<file path="src/rtl/ask4_slicer_mer.sv">
// 4-ASK symbol slicer with block-averaged reference level and error-power (MER) estimation.
// Sits after the final decimating halfband; the reference estimate feeds back into the thresholds.
module ask4_slicer_mer #(
    parameter int unsigned LOG2_N    = 10,
    parameter int unsigned SKIP_SYMS = 32,
    parameter int signed   REF_INIT  = 16384
) (
    input  logic               clk,
    input  logic               reset,
    input  logic               sam_clk_en,
    input  logic               sym_clk_en,
    input  logic signed [17:0] x_in,
    input  logic               clear,
    output logic [1:0]         sym_out,
    output logic signed [17:0] dec_level,
    output logic signed [17:0] ref_level,
    output logic [20:0]        err_power,
    output logic               mer_valid
);

    localparam int unsigned ABS_W     = 18 + LOG2_N;
    localparam int unsigned ERR_W     = 21 + LOG2_N;
    localparam int unsigned CNT_W     = (LOG2_N > 0) ? LOG2_N : 1;
    localparam int unsigned CNT_LAST  = (1 << LOG2_N) - 1;
    localparam int unsigned SKIP_W    = (SKIP_SYMS > 1) ? $clog2(SKIP_SYMS) : 1;
    localparam int unsigned SKIP_LAST = (SKIP_SYMS > 0) ? SKIP_SYMS - 1 : 0;

    typedef enum logic {ST_SKIP, ST_ACCUM} state_t;
    localparam state_t ST_START = (SKIP_SYMS == 0) ? ST_ACCUM : ST_SKIP;

    state_t                   r_state;
    logic [SKIP_W-1:0]        r_skip;
    logic [CNT_W-1:0]         r_cnt;
    logic [ABS_W-1:0]         r_abs_acc;
    logic [ERR_W-1:0]         r_err_acc;

    logic signed [18:0]       w_x, w_a, w_2a, w_3a, w_lvl, w_e;
    logic [1:0]               w_sym;
    logic signed [17:0]       w_dec;
    logic signed [37:0]       w_sq;
    logic [20:0]              w_sqs;
    logic [17:0]              w_abs;
    logic [ABS_W-1:0]         w_abs_sum;
    logic [ERR_W-1:0]         w_err_sum;
    logic [17:0]              w_ref_new;
    logic [20:0]              w_err_new;
    logic                     w_unused_sam;

    // Sample-rate enable is reserved; the slicer runs purely at symbol rate.
    assign w_unused_sam = sam_clk_en;

    assign w_x  = 19'(x_in);
    assign w_a  = 19'(ref_level);
    assign w_2a = w_a <<< 1;
    assign w_3a = w_2a + w_a;

    // Decision regions are centred on the ideal levels +-A, +-3A.
    always_comb begin
        w_sym = 2'b00;
        w_lvl = -w_3a;
        if (w_x >= w_2a) begin
            w_sym = 2'b11;
            w_lvl = w_3a;
        end else if (w_x >= 19'sd0) begin
            w_sym = 2'b10;
            w_lvl = w_a;
        end else if (w_x >= -w_2a) begin
            w_sym = 2'b01;
            w_lvl = -w_a;
        end
    end

    always_comb begin
        w_dec = 18'(w_lvl);
        if (w_lvl > 19'sd131071) begin
            w_dec = 18'sd131071;
        end else if (w_lvl < -19'sd131071) begin
            w_dec = -18'sd131071;
        end
    end

    // Error uses the unsaturated level so a large A still yields the true slicer error.
    assign w_e   = w_x - w_lvl;
    assign w_sq  = 38'(w_e) * 38'(w_e);
    assign w_sqs = 21'($unsigned(w_sq) >> 17);
    assign w_abs = (x_in == -18'sd131072) ? 18'd131071 :
                   (x_in[17] ? $unsigned(18'(-x_in)) : $unsigned(x_in));

    assign w_abs_sum = r_abs_acc + ABS_W'(w_abs);
    assign w_err_sum = r_err_acc + ERR_W'(w_sqs);
    assign w_ref_new = 18'(w_abs_sum >> (LOG2_N + 1));
    assign w_err_new = 21'(w_err_sum >> LOG2_N);

    always_ff @(posedge clk) begin
        if (!reset) begin
            r_state   <= ST_START;
            r_skip    <= '0;
            r_cnt     <= '0;
            r_abs_acc <= '0;
            r_err_acc <= '0;
            sym_out   <= 2'b00;
            dec_level <= 18'sd0;
            ref_level <= 18'(REF_INIT);
            err_power <= '0;
            mer_valid <= 1'b0;
        end else begin
            mer_valid <= 1'b0;
            if (sym_clk_en) begin
                sym_out   <= w_sym;
                dec_level <= w_dec;
            end
            // A clear drops the coincident sample from the measurement but it is still sliced.
            if (clear) begin
                r_state   <= ST_START;
                r_skip    <= '0;
                r_cnt     <= '0;
                r_abs_acc <= '0;
                r_err_acc <= '0;
            end else if (sym_clk_en) begin
                case (r_state)
                    ST_SKIP: begin
                        if (r_skip == SKIP_W'(SKIP_LAST)) begin
                            r_state <= ST_ACCUM;
                            r_skip  <= '0;
                        end else begin
                            r_skip <= r_skip + 1'b1;
                        end
                    end
                    ST_ACCUM: begin
                        if (r_cnt == CNT_W'(CNT_LAST)) begin
                            ref_level <= (w_ref_new == 18'd0) ? 18'sd1 : $signed(w_ref_new);
                            err_power <= w_err_new;
                            mer_valid <= 1'b1;
                            r_cnt     <= '0;
                            r_abs_acc <= '0;
                            r_err_acc <= '0;
                        end else begin
                            r_cnt     <= r_cnt + 1'b1;
                            r_abs_acc <= w_abs_sum;
                            r_err_acc <= w_err_sum;
                        end
                    end
                endcase
            end
        end
    end

endmodule

</file>
<file path="config.mk">
export PLATFORM = sky130hd
export DESIGN_NAME = ask4_slicer_mer
export DESIGN_NICKNAME = d
export VERILOG_FILES = /design/src/rtl/ask4_slicer_mer.sv
export SDC_FILE = /design/constraint.sdc
export NUM_CORES = 1
export LEC_CHECK = 0
export BUFFER_PORTS_ARGS = -buffer_cell sky130_fd_sc_hd__buf_2
export CORE_ASPECT_RATIO = 1.5
export CORE_UTILIZATION = 50
export DETAILED_ROUTE_END_ITERATION = 8
export GPL_TIMING_DRIVEN = 1
export PLACE_DENSITY = 0.66
export RECOVER_POWER = 25
export SLEW_MARGIN = 10
export SYNTH_ARGS = -nofsm -noshare
export SYNTH_HDL_FRONTEND = slang
export SYNTH_SLANG_ARGS = --single-unit
</file>
<file path="constraint.sdc">
create_clock -name clk -period 28.6 [get_ports clk]
set_clock_uncertainty 0.1 [all_clocks]
set_input_delay 0 -clock clk [delete_from_list [all_inputs] [get_ports clk]]
set_output_delay 0 -clock clk [all_outputs]
set_load 0.05 [all_outputs]
</file>
Word-level counts from Yosys, hierarchy flattened --
Index checks and enable logic that the tools add are counted.
Word-level totals: register bits 134, word-level logic and storage cells 57
Operators by class: add/subtract/negate cells 10, multiply operators 1, order comparisons 5, equal/unequal tests 3, muxes and demuxes 18, bitwise gates (word level) 4, reductions and logical operators 6
Operator list (number):
- 18-bit two-way mux | 4
- 19-bit two-way mux | 3
- 18-bit by 19-bit >= comparator with 1-bit output | 2
- 19-bit by 19-bit multiplier with 38-bit output | 1
- 31-bit by 21-bit adder with 31-bit output | 1
- 31-bit two-way mux | 1
- 28-bit by 18-bit adder with 28-bit output | 1
- 28-bit two-way mux | 1
- 18-bit by 17-bit adder with 19-bit output | 1
- 19-bit by 18-bit > comparator with 1-bit output (second input constant) | 1
- 19-bit by 18-bit less-than comparator with 1-bit output (second input constant) | 1
- 17-bit negator with 19-bit output | 1
- 18-bit negator with 19-bit output | 1
- 19-bit negator | 1
- 18-bit by 19-bit subtractor with 19-bit output | 1
- 18-bit equality test (second input constant) | 1
- 18-bit by 1-bit >= comparator with 1-bit output (second input constant) | 1
- 18-bit zero test | 1
- 18-bit negator | 1
- 17-bit two-way mux | 1
- 10-bit by 1-bit adder with 10-bit output (second input constant) | 1
- 10-bit equality test (second input constant) | 1
- 10-bit two-way mux | 1
- 5-bit by 1-bit adder with 5-bit output (second input constant) | 1
- other kinds (9) | 17

Depth between registers and ports, before layout --
depth in word-level cells 9, mapped depth 72, depth with buffers taken out 70

Worst setup path after synthesis --
OpenSTA, ideal clock, no wires.
path kind flip-flop to flip-flop, start reg ref_level[2], end reg r_err_acc[29], setup time 0.074 ns, arrival 14.852 ns, slack 13.574 ns, stages on the path, launching flop included 65, buffers on the path 4, cell sequence dfxtp_1 -> inv_1 -> ha_1 -> nor2b_1 -> and2_1 -> clkbuf_1 -> nand4_1 -> nor2_1 -> and3_1 -> ha_1 -> a21oi_1 -> o21a_1 -> o21ai_0 -> a22o_1 -> nor2_1 -> buf_2 -> clkbuf_1 -> a21oi_1 -> (+29 left out) -> a21oi_1 -> o21ai_0 -> a21oi_1 -> nor2b_1 -> or4_1 -> o21ai_0 -> o211ai_1 -> a31oi_1 -> o21ai_0 -> o41ai_1 -> xnor2_1 -> ha_1 -> and3_1 -> a211oi_1 -> o31ai_1 -> nand2_1 -> or3_1 -> a31oi_1
Between the ends: longest elaborated chain between the ends 9
RTL lines:
- start, declared | RTL line 16 | output logic signed [17:0] ref_level,
- start signal, assigned | RTL line 103 | ref_level <= 18'(REF_INIT);
- start signal, assigned | RTL line 131 | ref_level <= (w_ref_new == 18'd0) ? 18'sd1 : $signed(w_ref_new);
- 18-bit by 17-bit adder with 19-bit output / 18-bit negator with 19-bit output (equally long branches) | RTL line 55, 67
- 19-bit negator / 18-bit by 19-bit >= comparator with 1-bit output (equally long branches) | RTL line 60, 67
- 19-bit two-way mux | RTL line 67 | end else if (w_x >= -w_2a) begin
- 19-bit two-way mux | RTL line 64 | end else if (w_x >= 19'sd0) begin
- 19-bit two-way mux (*) | RTL line 61 | if (w_x >= w_2a) begin
- 18-bit by 19-bit subtractor with 19-bit output (*) | RTL line 83 | assign w_e = w_x - w_lvl;
- 19-bit by 19-bit multiplier with 38-bit output (*) | RTL line 84 | assign w_sq = 38'(w_e) * 38'(w_e);
- 31-bit by 21-bit adder with 31-bit output (*) | RTL line 90 | assign w_err_sum = r_err_acc + ERR_W'(w_sqs);
- 31-bit two-way mux (*) | RTL line 130 | if (r_cnt == CNT_W'(CNT_LAST)) begin
- end signal, assigned | RTL line 140 | r_err_acc <= w_err_sum;
- end, declared | RTL line 35 | logic [ERR_W-1:0] r_err_acc;
Mark *: on every way between the ends. The rest lies on a longest branch, timed or not. A chain may end at the register's enable or synchronous reset.

Worst setup path after layout --
start reg ref_level[1], end reg r_err_acc[27]
Same word-level chain as after synthesis.

==> metrics.log <==
[metrics] type of the worst min-delay path: in2reg
[metrics] area of the mapped netlist: 0.0238 mm²
[metrics] number of optimization iterations in the first detailed-route pass: 6
[metrics] final sum of negative setup slack: 0 ns
[metrics] Nets: 3464
[metrics] number of H-tree levels: 4
[metrics] status: completed
[metrics] mean post-synth cell area: 8.43 µm²
[metrics] met1 Resource Use GR: 0.305
[metrics] number of warnings reported in the yosys synthesis log: 0
[metrics] cts bufs inserted: 17
[metrics] most utilized layer in the global route result: met2
[metrics] area of the placeable core: 0.0468 mm²
[metrics] Data arrival, critical path: 18.68 ns
[metrics] total routing usage reported by global routing: 0.283
[metrics] leading area contributor after synthesis: sky130_fd_sc_hd__fa_1
[metrics] count of maximum capacitance violations: 0
[metrics] Critical R2R Launch: ref_level[1]
[metrics] violation count after the first detailed-route iteration: 1285
[metrics] worst setup path category: reg2reg
[metrics] unique cell type count in the Yosys netlist: 108
[metrics] CTS sink count: 134
[metrics] leading cell types by total area after synthesis: sky130_fd_sc_hd__fa_1, sky130_fd_sc_hd__ha_1, sky130_fd_sc_hd__dfxtp_1, sky130_fd_sc_hd__inv_1, sky130_fd_sc_hd__nor2_1
[metrics] Final HPWL DP: 53.7 mm
[metrics] part of the Yosys area used for sequential elements: 0.113
[metrics] worst hold margin: 0.162 ns
[metrics] Post-synth top flop: sky130_fd_sc_hd__dfxtp_1
[metrics] WL final: 67.0 mm
[metrics] hold-fix buffer count after cts: 4
[metrics] Die ar.: 0.0485 mm²
[metrics] layout cell share with drive strength beyond 1: 0.0603
[metrics] Synth Register Bits: 134
[metrics] CTS tree: yes
[metrics] number of antenna violations at the first check in global routing: 2
[metrics] clock-pin slew on the worst setup and hold paths: 0.08 ns
[metrics] drc violations: 0
[metrics] via count of the first global-routing pass: 21100
[metrics] Period minus WS final: 18.42 ns
[metrics] unrepaired setup endpoints after global routing: false
[metrics] global-route wire length before repair: 109 mm
[metrics] horizontal die dimension: 180 µm
[metrics] worst relative slew slack: 0.209
[metrics] P&R area growth vs syn: 6.62%
[metrics] Worst EP required: 28.87 ns
[metrics] Critical-path top delay cell: sky130_fd_sc_hd__o31ai_1
[metrics] synthesized netlist net count: 3433
[metrics] kind of start point of the critical path: flip-flop
[metrics] top-level I/O count: 83
[metrics] initial cell density of the core: 0.509
[metrics] slew of the pin with the lowest slew margin: 1.18 ns
[metrics] antenna violation net count after detailed routing: 0
[metrics] number of instances in the synthesized netlist: 2827
[metrics] critical hold path startpoint: x_in[17]
[metrics] count of buffers added by post-CTS timing repair for setup: 0
[metrics] fmax: 54.3 MHz
[metrics] Clock Root Buffer: sky130_fd_sc_hd__clkbuf_16
[metrics] Setup violations, final: 0
[metrics] later-pin clock latency in the skew report: 0.45 ns
[metrics] max-slew violation total from the final report: 0
[metrics] number of standard-cell rows in the floorplan: 97
[metrics] worst setup path startpoint: ref_level[1]
[metrics] number of hold violations in the final report: 0
[metrics] number of enable-type register cells in the synthesized netlist: 0
[metrics] nature of the critical path endpoint: flip-flop
[metrics] Max stage delay on crit path: 0.98 ns
[metrics] met2 routing resource usage after global routing: 0.523
[metrics] pin count of the biggest net entering global routing: 71
[metrics] weighted congestion at the end of routability-driven global placement: 0.959
[metrics] share of synthesized flip-flops with an asynchronous set or reset: 0
[metrics] met3 Resource Use GR: 0.0263
[metrics] Routed wire per std cell: 19.3 µm
[metrics] maximum fanout along the worst path: 14
[metrics] share of Yosys cell area claimed by the top area cell type: 0.281
[metrics] maximum clock path buffer count: 2
[metrics] I/O Buffers: 80
[metrics] routed vias/inst: 5.85
[metrics] vias after detailed routing: 20300
[metrics] post-route clock period utilization: 0.644
[metrics] Resized cells post-CTS: 0
[metrics] total congestion overflow after global routing: 0
[metrics] Die Ht: 269 µm
through the flow:
| step | std cells | worst slack, ns | util | area [µm²] |
|---|---|---|---|---|
| floorplan | 2827 | 13.57 | - | 23800 |
| global placement | 3429 | 10.74 | 0.530 | 24800 |
| detailed placement | 3429 | 10.54 | 0.530 | 24800 |
| CTS | 3465 | 10.45 | 0.543 | 25500 |
| global route | 3465 | 9.19 | 0.542 | 25400 |
| finish | 3467 | 10.18 | 0.542 | 25400 |
routing by layer:
layer	wire length, µm	share of wire	vias to the layer above
li1	-	-	9393
met2	35200	0.53	660
met5	20	0.00030	-
met1	23600	0.35	9970
met4	5050	0.075	4
met3	3120	0.047	241
registers in the layout (all words and copies together) (netlist names), 2 cells and up:
name / flops
r_err_acc: 31
r_abs_acc: 28
err_power: 21
dec_level: 18
ref_level: 17
r_cnt: 10
r_skip: 5
sym_out: 2
logic make-up (layout without fill, tap and decap cells):
logic type      Yosys count  after routing  synth area share
simple gates            809            809             0.157
fa+ha+maj               588            588             0.414
buf+inv                 582            626            0.0931
compound gates          547            547             0.161
xor+xnor                159            159            0.0594
flops                   134            134             0.113
mux                       7              7           0.00326
other cells               1              3          0.000157
worst max-delay path, delay by kind of cell (launching register included):
family / cells / cell delay [ns]
DFF: 1 / 0.45
AOI/OAI and AO/OA: 23 / 6.79
buffers and inverters: 8 / 1.12
and+or+nand+nor: 13 / 3.37
xor gates and xnor gates: 3 / 0.90
adders and majority gates: 12 / 5.59
path summary, 6_finish.rpt:
check	slack [ns]	cells past startpoint	endpoint
worst max register to register	10.18	59	r_err_acc[27]
worst min register to register	0.35	2	err_power[6]
worst max-delay path	10.18	59	r_err_acc[27]
worst min-delay path	0.16	3	sym_out[1]
area by class of cell:
class | count | area (µm²)
multi-input cells | 2111 | 19000
diodes | 2 | 5.00
flip-flops and latches | 134 | 2680
fillers | 4445 | 21400
inverters | 481 | 1810
well taps | 594 | 743
clock buffers | 17 | 425
repair buffers | 113 | 598
clock inverters | 15 | 179
placed cells by master, fill, tap and decap left out, types with 7 or more instances in the layout:
cell type | synthesis | final
sky130_fd_sc_hd__a211o_1 | 11 | 11
sky130_fd_sc_hd__a211oi_1 | 29 | 29
sky130_fd_sc_hd__a21boi_0 | 7 | 7
sky130_fd_sc_hd__a21o_1 | 30 | 30
sky130_fd_sc_hd__a21oi_1 | 134 | 134
sky130_fd_sc_hd__a22o_1 | 19 | 19
sky130_fd_sc_hd__a22oi_1 | 41 | 41
sky130_fd_sc_hd__a31oi_1 | 28 | 28
sky130_fd_sc_hd__and2_1 | 15 | 15
sky130_fd_sc_hd__and3_1 | 27 | 27
sky130_fd_sc_hd__buf_2 | 16 | 32
sky130_fd_sc_hd__buf_4 | 3 | 29
sky130_fd_sc_hd__clkbuf_1 | 72 | 48
sky130_fd_sc_hd__clkbuf_16 | 0 | 17
sky130_fd_sc_hd__dfxtp_1 | 134 | 134
sky130_fd_sc_hd__fa_1 | 335 | 335
sky130_fd_sc_hd__ha_1 | 248 | 248
sky130_fd_sc_hd__inv_1 | 468 | 468
sky130_fd_sc_hd__inv_2 | 13 | 13
sky130_fd_sc_hd__nand2_1 | 256 | 255
sky130_fd_sc_hd__nand2b_1 | 28 | 27
sky130_fd_sc_hd__nand3_1 | 30 | 30
sky130_fd_sc_hd__nand4_1 | 22 | 22
sky130_fd_sc_hd__nor2_1 | 282 | 280
sky130_fd_sc_hd__nor2b_1 | 21 | 21
sky130_fd_sc_hd__nor3_1 | 45 | 45
sky130_fd_sc_hd__nor4_1 | 11 | 10
sky130_fd_sc_hd__o211ai_1 | 17 | 17
sky130_fd_sc_hd__o21a_1 | 18 | 18
sky130_fd_sc_hd__o21ai_0 | 80 | 80
sky130_fd_sc_hd__o21ai_1 | 11 | 10
sky130_fd_sc_hd__o21bai_1 | 10 | 10
sky130_fd_sc_hd__o31ai_1 | 18 | 18
sky130_fd_sc_hd__or2_2 | 14 | 14
sky130_fd_sc_hd__or3_1 | 19 | 19
sky130_fd_sc_hd__or4_1 | 10 | 10
sky130_fd_sc_hd__xnor2_1 | 102 | 101
sky130_fd_sc_hd__xor2_1 | 54 | 54
synthesized netlist by cell type, drive strengths merged (16+ instances only):
cell	number
buf	28
nor2b	21
nand4	22
nor2	283
dfxtp	134
xor2	54
ha	248
nand2b	29
and3	27
a211oi	33
a21oi	136
o21a	19
o211ai	18
or3	20
a21o	30
nand2	256
fa	335
and2	16
clkbuf	73
inv	481
o31ai	18
a22o	19
or2	17
xnor2	105
nand3	30
nor3	47
a31oi	28
o21ai	93
a22oi	41
Power is not shown: default switching activity piles up to over one toggle a cycle in this logic, so the estimate is an artifact.
